File: src/rtl/i2c_reg_target_pkg.sv
// Shared definitions for the I2C/SCCB register target.
//   - i2c_state_e  : target FSM encoding
//   - i2c_lines_t  : filtered SCL/SDA pair
//   - DEF_I2C_ADDR : default 7-bit target address
//   - REG_*        : register map indices used by sys_control / colorDetect_top
//   - addr_hit()   : address byte compare (bits [7:1] against the 7-bit address)
package colorDetect_definitions;

    typedef enum logic [3:0] {
        IDLE,
        ADDR,
        ADDR_ACK,
        PTR,
        PTR_ACK,
        WDATA,
        WDATA_ACK,
        RDATA,
        RDATA_ACK,
        IGNORE
    } i2c_state_e;

    typedef struct packed {
        logic scl;
        logic sda;
    } i2c_lines_t;

    localparam logic [6:0] DEF_I2C_ADDR = 7'h50;

    // Register map
    localparam int REG_CTRL          = 0;   // bit0 gaussian_enable override, bit1 override valid
    localparam int CTRL_GAUSS_EN_BIT = 0;
    localparam int CTRL_OVR_VLD_BIT  = 1;
    localparam int REG_THRESH_FIRST  = 1;   // colour hue/sat/val thresholds
    localparam int REG_THRESH_LAST   = 12;
    localparam int REG_SPARE_FIRST   = 13;
    localparam int REG_SPARE_LAST    = 15;

    function automatic logic addr_hit(input logic [7:0] addr_byte, input logic [6:0] addr);
        return addr_byte[7:1] == addr;
    endfunction

endpackage

File: src/rtl/i2c_line_filter.sv
// Synchroniser plus glitch filter for one open-drain bus line.
//   clk    : system clock
//   rstn   : asynchronous active-low reset (output resets to 1 = idle bus)
//   i_raw  : raw pad input
//   o_filt : filtered level; changes only after FILTER_LEN consecutive
//            identical synchronised samples that differ from the current level
module i2c_line_filter #(
    parameter int FILTER_LEN = 4
) (
    input  logic clk,
    input  logic rstn,
    input  logic i_raw,
    output logic o_filt
);

    localparam int CW = (FILTER_LEN > 1) ? $clog2(FILTER_LEN) : 1;

    logic [1:0]    sync;
    logic [CW-1:0] cnt;

    // Only two levels exist, so every sample differing from o_filt is the
    // same candidate value; counting the run of differing samples suffices.
    always_ff @(posedge clk or negedge rstn) begin
        if (!rstn) begin
            sync   <= 2'b11;
            cnt    <= '0;
            o_filt <= 1'b1;
        end else begin
            sync <= {sync[0], i_raw};
            if (sync[1] == o_filt) begin
                cnt <= '0;
            end else if (cnt == CW'(FILTER_LEN - 1)) begin
                o_filt <= sync[1];
                cnt    <= '0;
            end else begin
                cnt <= cnt + CW'(1);
            end
        end
    end

endmodule

File: src/rtl/i2c_reg_target.sv
// I2C/SCCB target exposing a byte-wide register file to an external host.
// Open-drain only (SDA pulled low or released), no clock stretching.
//   i_sysclk   : system clock
//   db_rstn    : asynchronous active-low reset
//   i_scl      : raw SCL pad input
//   i_sda      : raw SDA pad input
//   o_sda_oe   : 1 = pull SDA low
//   o_regs     : flattened register file, register 0 in the LSBs
//   o_wr_pulse : one-cycle strobe per committed write byte
//   o_wr_idx   : register index written, valid with o_wr_pulse
//   o_busy     : high from START to STOP
// Protocol: write = START, addr+W, pointer, data..., STOP (pointer auto-increments).
//           read  = START, addr+R, data... (from current pointer, auto-increment).
module i2c_reg_target
    import colorDetect_definitions::*;
#(
    parameter logic [6:0]            I2C_ADDR   = DEF_I2C_ADDR,
    parameter int                    NUM_REGS   = 16,   // power of two
    parameter int                    FILTER_LEN = 4,
    parameter logic [NUM_REGS*8-1:0] REG_RESET  = {NUM_REGS{8'h00}}
) (
    input  logic                        i_sysclk,
    input  logic                        db_rstn,
    input  logic                        i_scl,
    input  logic                        i_sda,
    output logic                        o_sda_oe,
    output logic [NUM_REGS*8-1:0]       o_regs,
    output logic                        o_wr_pulse,
    output logic [$clog2(NUM_REGS)-1:0] o_wr_idx,
    output logic                        o_busy
);

    localparam int IDX_W = $clog2(NUM_REGS);

    // ------------------------------------------------------------------
    // Line conditioning: index 0 = SCL, index 1 = SDA
    // ------------------------------------------------------------------
    logic [1:0] raw_lines;
    logic [1:0] filt_lines;

    assign raw_lines = {i_sda, i_scl};

    for (genvar g = 0; g < 2; g++) begin : g_line
        i2c_line_filter #(
            .FILTER_LEN(FILTER_LEN)
        ) u_filt (
            .clk   (i_sysclk),
            .rstn  (db_rstn),
            .i_raw (raw_lines[g]),
            .o_filt(filt_lines[g])
        );
    end

    i2c_lines_t cur;
    i2c_lines_t prev;

    assign cur.scl = filt_lines[0];
    assign cur.sda = filt_lines[1];

    logic scl_rise;
    logic scl_fall;
    logic start_ev;
    logic stop_ev;

    assign scl_rise = cur.scl & ~prev.scl;
    assign scl_fall = ~cur.scl & prev.scl;
    // SCL must be high on both samples so an SDA change coincident with an
    // SCL edge is never taken as START/STOP.
    assign start_ev = cur.scl & prev.scl & prev.sda & ~cur.sda;
    assign stop_ev  = cur.scl & prev.scl & ~prev.sda & cur.sda;

    // ------------------------------------------------------------------
    // State and datapath
    // ------------------------------------------------------------------
    i2c_state_e state;
    i2c_state_e state_nxt;

    logic [NUM_REGS-1:0][7:0] regs;
    logic [7:0]               sh;
    logic [7:0]               sh_nxt;
    logic [3:0]               bit_cnt;
    logic [3:0]               cnt_nxt;
    logic [IDX_W-1:0]         ptr;
    logic [IDX_W-1:0]         ptr_nxt;
    logic                     rw;
    logic                     rw_nxt;
    logic                     sda_oe;
    logic                     oe_nxt;
    logic                     wr_en;
    logic                     wr_pulse;
    logic [IDX_W-1:0]         wr_idx;
    logic                     busy;
    logic [7:0]               rx_byte;
    logic [7:0]               rd_byte;

    // Byte as it stands once the bit on the current rise is shifted in.
    assign rx_byte = {sh[6:0], cur.sda};
    assign rd_byte = regs[ptr];

    // State register
    always_ff @(posedge i_sysclk or negedge db_rstn) begin
        if (!db_rstn) begin
            state <= IDLE;
        end else begin
            state <= state_nxt;
        end
    end

    // Next-state logic. bit_cnt counts rises within a byte; the value 8
    // marks "byte complete, ACK slot opens on the next fall".
    always_comb begin
        state_nxt = state;
        if (start_ev) begin
            state_nxt = ADDR;
        end else if (stop_ev) begin
            state_nxt = IDLE;
        end else begin
            case (state)
                ADDR: begin
                    if (scl_rise && bit_cnt == 4'd7 && !addr_hit(rx_byte, I2C_ADDR))
                        state_nxt = IGNORE;
                    else if (scl_fall && bit_cnt == 4'd8)
                        state_nxt = ADDR_ACK;
                end
                ADDR_ACK:  if (scl_fall) state_nxt = rw ? RDATA : PTR;
                PTR:       if (scl_fall && bit_cnt == 4'd8) state_nxt = PTR_ACK;
                PTR_ACK:   if (scl_fall) state_nxt = WDATA;
                WDATA:     if (scl_fall && bit_cnt == 4'd8) state_nxt = WDATA_ACK;
                WDATA_ACK: if (scl_fall) state_nxt = WDATA;
                RDATA:     if (scl_fall && bit_cnt == 4'd8) state_nxt = RDATA_ACK;
                RDATA_ACK: begin
                    if (scl_rise && cur.sda)
                        state_nxt = IGNORE;   // master NACK ends the read
                    else if (scl_fall)
                        state_nxt = RDATA;
                end
                default: ;
            endcase
        end
    end

    // Output / datapath next values
    always_comb begin
        oe_nxt  = sda_oe;
        cnt_nxt = bit_cnt;
        sh_nxt  = sh;
        ptr_nxt = ptr;
        rw_nxt  = rw;
        wr_en   = 1'b0;
        busy    = (state != IDLE);
        if (start_ev || stop_ev) begin
            oe_nxt  = 1'b0;
            cnt_nxt = '0;
        end else begin
            case (state)
                ADDR, PTR, WDATA: begin
                    if (scl_rise && bit_cnt < 4'd8) begin
                        sh_nxt  = rx_byte;
                        cnt_nxt = bit_cnt + 4'd1;
                        if (bit_cnt == 4'd7) begin
                            case (state)
                                ADDR:    rw_nxt  = cur.sda;
                                PTR:     ptr_nxt = rx_byte[IDX_W-1:0];
                                default: begin
                                    wr_en   = 1'b1;
                                    ptr_nxt = ptr + IDX_W'(1);
                                end
                            endcase
                        end
                    end else if (scl_fall && bit_cnt == 4'd8) begin
                        oe_nxt  = 1'b1;        // ACK
                        cnt_nxt = '0;
                    end
                end
                ADDR_ACK, PTR_ACK, WDATA_ACK: begin
                    if (scl_fall) begin
                        oe_nxt  = 1'b0;
                        cnt_nxt = '0;
                        if (state == ADDR_ACK && rw) begin
                            // Pointer post-increments as each read byte is fetched.
                            sh_nxt  = rd_byte;
                            oe_nxt  = ~rd_byte[7];
                            ptr_nxt = ptr + IDX_W'(1);
                        end
                    end
                end
                RDATA: begin
                    if (scl_rise && bit_cnt < 4'd8) begin
                        cnt_nxt = bit_cnt + 4'd1;
                    end else if (scl_fall) begin
                        if (bit_cnt == 4'd8) begin
                            oe_nxt  = 1'b0;    // release for master ACK
                            cnt_nxt = '0;
                        end else begin
                            // Rotate so sh[7] always holds the bit on the bus.
                            sh_nxt = {sh[6:0], sh[7]};
                            oe_nxt = ~sh[6];
                        end
                    end
                end
                RDATA_ACK: begin
                    if (scl_fall) begin
                        sh_nxt  = rd_byte;
                        oe_nxt  = ~rd_byte[7];
                        cnt_nxt = '0;
                        ptr_nxt = ptr + IDX_W'(1);
                    end
                end
                default: oe_nxt = 1'b0;
            endcase
        end
    end

    always_ff @(posedge i_sysclk or negedge db_rstn) begin
        if (!db_rstn) begin
            prev     <= '1;
            sda_oe   <= 1'b0;
            bit_cnt  <= '0;
            sh       <= '0;
            ptr      <= '0;
            rw       <= 1'b0;
            regs     <= REG_RESET;
            wr_pulse <= 1'b0;
            wr_idx   <= '0;
        end else begin
            prev     <= cur;
            sda_oe   <= oe_nxt;
            bit_cnt  <= cnt_nxt;
            sh       <= sh_nxt;
            ptr      <= ptr_nxt;
            rw       <= rw_nxt;
            wr_pulse <= wr_en;
            if (wr_en) begin
                regs[ptr] <= rx_byte;
                wr_idx    <= ptr;
            end
        end
    end

    assign o_sda_oe   = sda_oe;
    assign o_regs     = regs;
    assign o_wr_pulse = wr_pulse;
    assign o_wr_idx   = wr_idx;
    assign o_busy     = busy;

endmodule

File: config.mk
export PLATFORM = sky130hd
export DESIGN_NAME = i2c_reg_target
export DESIGN_NICKNAME = d
export VERILOG_FILES = /design/src/rtl/i2c_reg_target_pkg.sv /design/src/rtl/i2c_line_filter.sv /design/src/rtl/i2c_reg_target.sv
export SDC_FILE = /design/constraint.sdc
export NUM_CORES = 1
export LEC_CHECK = 0
export ABC_AREA = 0
export CORE_MARGIN = 2
export CORE_UTILIZATION = 55
export CTS_CLUSTER_DIAMETER = 50
export DETAILED_ROUTE_END_ITERATION = 12
export DONT_BUFFER_PORTS = 1
export PLACE_DENSITY = 0.7
export SLEW_MARGIN = 5
export SYNTH_ARGS = -nofsm -noshare
export SYNTH_HDL_FRONTEND = slang
export SYNTH_SLANG_ARGS = --single-unit
File: constraint.sdc
create_clock -name i_sysclk -period 3.7 [get_ports i_sysclk]
set_clock_uncertainty 0.15 [all_clocks]
set_input_delay 0.37 -clock i_sysclk [delete_from_list [all_inputs] [get_ports i_sysclk]]
set_output_delay 0.37 -clock i_sysclk [all_outputs]
set_load 0.1 [all_outputs]
Yosys cells after proc, flatten, opt, wreduce, memory -nomap -nowiden. Cells that the tools add are included.

Reductions and logical operators: 27. $lt $le $gt $ge: 3. Equality and inequality tests: 41. Bitwise gates (word level): 16. Multipliers: 0. Divide/modulo/power cells: 0. Mux-type cells: 60. Add/subtract/negate cells: 4. Shifts and indexed selects: 0.

Operator list (number): $bwmux 128 (1); $mux 4 (23); $mux 8 (9); $bmux 8 s4 (1); $demux 8 s4 (1); $pmux 8 s4 (1); $ne 4x4->1 const B (7); $pmux 4 s7 (1); $pmux 4 s3 (2); $eq 4x3->1 const B (5); $ne 2x2->1 const B (9); $ne 3x3->1 const B (6); $reduce_and 8->1 (2); $mux 1 (14); $reduce_bool 4->1 (3); $ne 5x5->1 const B (2); $reduce_and 5->1 (2); $not 1->1 (9); $reduce_and 9->1 (1); $reduce_bool 9->1 (1); $add 4x1->4 const B (2); $eq 4x2->1 const B (2); $eq 4x4->1 const B (2); $mux 2 (4); other kinds (23) (41).

Input port bits: 4. ROM bits: 0. Flip-flop bits (word level): 167. Latch bits: 0. Output and inout port bits: 135. Memories: 0. Memory bits (writable): 0.

Depth between registers and ports, before layout.
Depth in word-level cells: 8. Gate-level depth with buffers: 8. Gate-level depth less buffers: 7.

By module. A second synthesis with hierarchy kept.

Cell total of the unflattened synthesis: 614. Area total of the unflattened synthesis: 8226.6 sq um.

By module, submodules not included: i2c_reg_target (area an instance 7871.3 sq um, cells each 594, times used 1); i2c_line_filter (area an instance 177.7 sq um, cells each 10, times used 2).

Worst setup path after synthesis. OpenSTA, ideal clock, no wires.

Path kind: register to register. From: register regs (netlist bit o_regs[63]). To: register sda_oe (netlist: o_sda_oe). Period minus slack after synthesis: 2.403 ns. Stages on the path, launching flop included: 6. Path slack: 1.297 ns. Arrival time: 2.175 ns. Buffers on the path: 0. Cell sequence: dfrtp_1 -> mux4_2 -> a22oi_1 -> nand3_1 -> or4_1 -> a21oi_1.

Word-level cells in the longest chain between the ends: 7. Elaborated cells on any way between the ends: 8. Classes of those cells: mux (7); bitwise (1).

Ends and longest elaborated chain: from (decl) (line i2c_reg_target.sv:78) `logic [NUM_REGS-1:0][7:0] regs;`; from (signal, indexed assignment) (line i2c_reg_target.sv:234) `regs[ptr] <= rx_byte;`; $bmux 8 s4 (*) (line i2c_reg_target.sv:98) `assign rd_byte = regs[ptr];`; $mux 8 (not written as such) (*) (line i2c_reg_target.sv:98); $not 1->1 (*) (line i2c_reg_target.sv:182, i2c_reg_target.sv:204); $mux 1 (line i2c_reg_target.sv:179) `if (state == ADDR_ACK && rw) begin`; $mux 1 (line i2c_reg_target.sv:176) `if (scl_fall) begin`; $pmux 1 s4 (*) (line i2c_reg_target.sv:155) `case (state)`; $mux 1 (*) (line i2c_reg_target.sv:151) `if (start_ev || stop_ev) begin`; to (signal assigned) (line i2c_reg_target.sv:227) `sda_oe <= oe_nxt;`; to (decl) (line i2c_reg_target.sv:87) `logic sda_oe;`.

Every way passes the cells marked *; elsewhere a longest branch is shown, timed or not. The select of a mux whose other input is x is not followed. A chain may end at the register's enable or synchronous reset.

Worst setup path after layout.
From: register bit_cnt[0]. To: register regs (netlist bit o_regs[120]).

Word-level cells in the longest chain between the ends: 5. Elaborated cells on any way between the ends: 7. Classes of those cells: order compare (1); eq/ne (1); mux (4); reduce/logical (1).

Ends and longest elaborated chain: from (decl) (line i2c_reg_target.sv:81) `logic [3:0] bit_cnt;`; from (signal assigned) (line i2c_reg_target.sv:228) `bit_cnt <= cnt_nxt;`; $lt 4x4->1 / $eq 4x3->1 (equally long branches) (line i2c_reg_target.sv:157, i2c_reg_target.sv:160); $logic_and 1x1->1 / $mux 1 (equally long branches) (line i2c_reg_target.sv:157, i2c_reg_target.sv:160); $mux 1 (*) (line i2c_reg_target.sv:157) `if (scl_rise && bit_cnt < 4'd8) begin`; $mux 1 (*) (line i2c_reg_target.sv:155); $mux 1 (*) (line i2c_reg_target.sv:151).

Every way passes the cells marked *; elsewhere a longest branch is shown, timed or not.

==> results.json <==
{
  "crit_path_end": "o_regs[120]$_DFFE_PN0P_",
  "violations": "negative hold slack",
  "dpl.hpwl_um": 14100,
  "start_util_pct": 56.3,
  "async_flop_share_pct": 100,
  "dieArea_sq_mm": 0.0158,
  "cts_sinks": 167,
  "vias": 5268,
  "p_switching_mw": 2.10,
  "synthTopCellsByArea": "dfrtp_1, mux2_2, mux4_2, dfstp_2, mux2i_1",
  "avgSynthCellArea_sq_um": 13.5,
  "avgRoutedWirePerCell_um": 25.9,
  "pwr-share-clk_pct": 31.8,
  "antenna_left": 0,
  "met1Wirelength_um": 8110,
  "cts_tree": "yes",
  "worst_setup_path_start_kind": "register",
  "cts_buffers": 17,
  "syn2layout_area_growth_pct": 10.1,
  "grt_pass1_vias": 5592,
  "setup-tns-final_ns": 0,
  "yosys_warnings": 0,
  "reg2regPathDepth": 6,
  "vias_per_cell": 6.59,
  "reg2reg_from": "bit_cnt[0]$_DFFE_PN0P_",
  "relSlewSlack_pct": 33.1,
  "r2r_end": "o_regs[120]$_DFFE_PN0P_",
  "finalNetCount": 614,
  "root_buffer": "clkbuf_16",
  "die_h_um": 126,
  "synthCells": 605,
  "synth_top_area_cell": "dfrtp_1",
  "antenna_found_initial": 0,
  "fmax_mhz": 346,
  "firstDrtPassIters": 4,
  "hold_path_class": "primary input to asynchronous set/reset pin",
  "p_seq_share_pct": 41.6,
  "combPwrFrac_pct": 26.6,
  "status": "finished with violations",
  "rows": 44,
  "wl_met3_um": 1760,
  "ys_ff_latch": 167,
  "synth_edf_count": 0,
  "clk_pin_slew_ns": 0.07,
  "worstPathArrival_ns": 3.04,
  "ir_drop_mv": 0.363,
  "finalHoldViolCount": 167,
  "n_antenna_cell": 0,
  "synth_top_cell_area_share_pct": 48.8,
  "die_w_um": 126,
  "path_class": "register to register",
  "routed.top_layer": "met4",
  "p_per_area_mw_per_mm2": 647,
  "crit_start": "bit_cnt[0]$_DFFE_PN0P_",
  "worst_pin_slew_ns": 1.00,
  "core_area_sq_mm": 0.0145,
  "r2r_slack_ns": 0.81,
  "postCtsSetupBuffers": 0,
  "netSwitchingFraction_pct": 36.2,
  "routabilityCongestion": 0.886,
  "max-clock-path-buffers": 2,
  "fillers": 1097,
  "cap_violations": 0,
  "drc": 0,
  "p_leak_nw": 4.21,
  "period_minus_slack_ns": 2.89,
  "seq_area_frac_synth_pct": 51.4,
  "seq_area_sq_mm": 0.00419,
  "yosysUniqueCellTypes": 65,
  "drive_gt1_share_pct": 38.0,
  "critPathMaxFanout": 10,
  "multiInputGateArea_sq_mm": 0.00375,
  "drt-total-wl_um": 20700,
  "gr-total-overflow": 0,
  "grtUsageTotal_pct": 27.0,
  "insertion_delay_ns": 0.43,
  "grt_max_degree": 168,
  "cts_resized": 0,
  "critPathRequiredTime_ns": 3.86,
  "drv_slew": 0,
  "cp-end-kind": "register",
  "hold-worst-slack_ns": -0.516,
  "syn_nets": 617,
  "ys.flop_type": "dfrtp_1",
  "drtIter0Drc": 458,
  "wl_met2_um": 10300,
  "ctsHtreeMaxLevel": 4,
  "syn_area_sq_mm": 0.00815,
  "power.total_mw": 5.80,
  "ctsHoldBuffers": 2,
  "setup_viol": 0,
  "portBuffers": 0,
  "rsz0062_at_grt": "no",
  "grt_pass1_wl_um": 32700,
  "fin_crit_sh_pct": 78.0,
  "p_int_mw": 3.70,
  "io_pins": 139
}
==> logic make-up after synthesis <==
| family | after synthesis | share of synthesized area [%] |
|---|---|---|
| xor gates and xnor gates | 3 | 0.322 |
| muxes | 185 | 29.0 |
| DFF | 167 | 51.4 |
| adders and majority gates | 8 | 1.23 |
| and+or+nand+nor | 108 | 7.77 |
| AOI/OAI and AO/OA | 85 | 7.72 |
| buffers and inverters | 49 | 2.59 |
==> area by class of cell <==
class	count	share of cell area [%]
Clock buffer	17	4.74
Clock inverter	15	2.13
Inverter	7	0.293
Multi-Input combinational cell	389	41.8
Sequential cell	167	46.7
Tap cell	184	2.57
Timing Repair Buffer	20	1.73
==> synthesized netlist by cell type, types with 3 or more instances <==
| cell type | count |
|---|---|
| a211oi_1 | 4 |
| dfrtp_1 | 159 |
| mux4_2 | 27 |
| nand2_1 | 29 |
| a22oi_1 | 7 |
| nor3_1 | 7 |
| buf_2 | 4 |
| dfstp_2 | 8 |
| nand3b_2 | 3 |
| o21ai_0 | 20 |
| nor2_1 | 12 |
| o2111ai_1 | 5 |
| a21o_1 | 5 |
| o211ai_1 | 3 |
| a21oi_1 | 8 |
| buf_4 | 4 |
| nand2b_1 | 5 |
| nand4_1 | 3 |
| a2bb2oi_1 | 3 |
| o311ai_0 | 7 |
| mux2_1 | 9 |
| inv_1 | 7 |
| clkbuf_1 | 30 |
| nor2b_1 | 7 |
| ha_1 | 8 |
| nand3_2 | 4 |
| mux2i_1 | 21 |
| nand3_1 | 14 |
| buf_1 | 3 |
| and2_1 | 5 |
| mux2_2 | 128 |
| or2_2 | 3 |
==> per-stage QoR <==
| stage | worst slack, ns | hold slack (ns) | util [%] | instance area, sq um | cells |
|---|---|---|---|---|---|
| finish | 0.814 | -0.516 | 62.0 | 8970 | 799 |
| global route | 0.616 | -0.531 | 62.0 | 8970 | 799 |
| CTS | 0.794 | -0.525 | 62.0 | 8970 | 799 |
| detailed placement | 0.855 | -0.0683 | 57.6 | 8330 | 765 |
| global placement | 0.939 | -0.0710 | 57.6 | 8330 | 765 |
| floorplan | 1.30 | -0.0756 | - | 8150 | 605 |
==> worst max-delay path, stage by stage, from the launching register on <==
cell and delay [ns]:
dfrtp_1 0.39, ha_1 0.21, nand3b_1 0.25, nor4_4 0.52, and2_1 0.52, nand3_2 0.32
mux2_1 0.40
==> sequential cells by signal, indices dropped and copies added (netlist names), 2 cells and up <==
register and cells:
o_regs 128, sh 8, bit_cnt 4, g_line.u_filt.cnt 4, g_line.u_filt.sync 4, o_wr_idx 4
ptr 4, state 4, g_line.u_filt.o_filt 2, prev 2
==> power by group through the flow <==
| stage | Sequential, mW | Combinational (mW) | Clock, mW |
|---|---|---|---|
| global route | 2.45 | 1.69 | 1.95 |
| CTS | 2.41 | 1.53 | 1.87 |
| detailed placement | 2.44 | 1.52 | 0 |
| global placement | 2.42 | 1.49 | 0 |
| finish | 2.41 | 1.54 | 1.85 |
| floorplan | 2.11 | 1.43 | 0 |
==> cells in the final DEF (no fill, tap or decap), types with 7 or more instances in the layout <==
master / netlist / final
o311ai_0: 7 / 7
mux2i_1: 21 / 21
mux4_2: 27 / 27
clkbuf_16: 0 / 17
ha_1: 8 / 8
nor2_1: 12 / 12
nand2_1: 29 / 29
inv_1: 7 / 7
dfstp_2: 8 / 8
mux2_2: 128 / 128
o21ai_0: 20 / 20
a21oi_1: 8 / 8
buf_4: 4 / 18
dfrtp_1: 159 / 157
nand3_1: 14 / 14
nor3_1: 7 / 7
nor2b_1: 7 / 7
mux2_1: 9 / 9
a22oi_1: 7 / 7
==> metal layers <==
layer	track usage (%)	vias up
met2	43.6	200
li1	-	2264
met3	9.35	45
met1	33.9	2759
met5	0	-
met4	10.5	0
==> worst min-delay path by stage <==
| stage | from | end | slack [ns] | cells past startpoint |
|---|---|---|---|---|
| 2_1_floorplan | db_rstn | bit_cnt[0]$_DFFE_PN0P_ | -0.08 | 0 |
| 3_5_place_dp | db_rstn | o_wr_pulse$_DFF_PN0_ | -0.07 | 0 |
| 4_1_cts | db_rstn | o_wr_pulse$_DFF_PN0_ | -0.53 | 0 |
| 3_3_place_gp | db_rstn | o_wr_pulse$_DFF_PN0_ | -0.07 | 0 |
| 6_report | db_rstn | o_wr_pulse$_DFF_PN0_ | -0.52 | 0 |
| 5_1_grt | db_rstn | o_wr_pulse$_DFF_PN0_ | -0.53 | 0 |
Note: power is estimated with default switching activity, not from simulation.
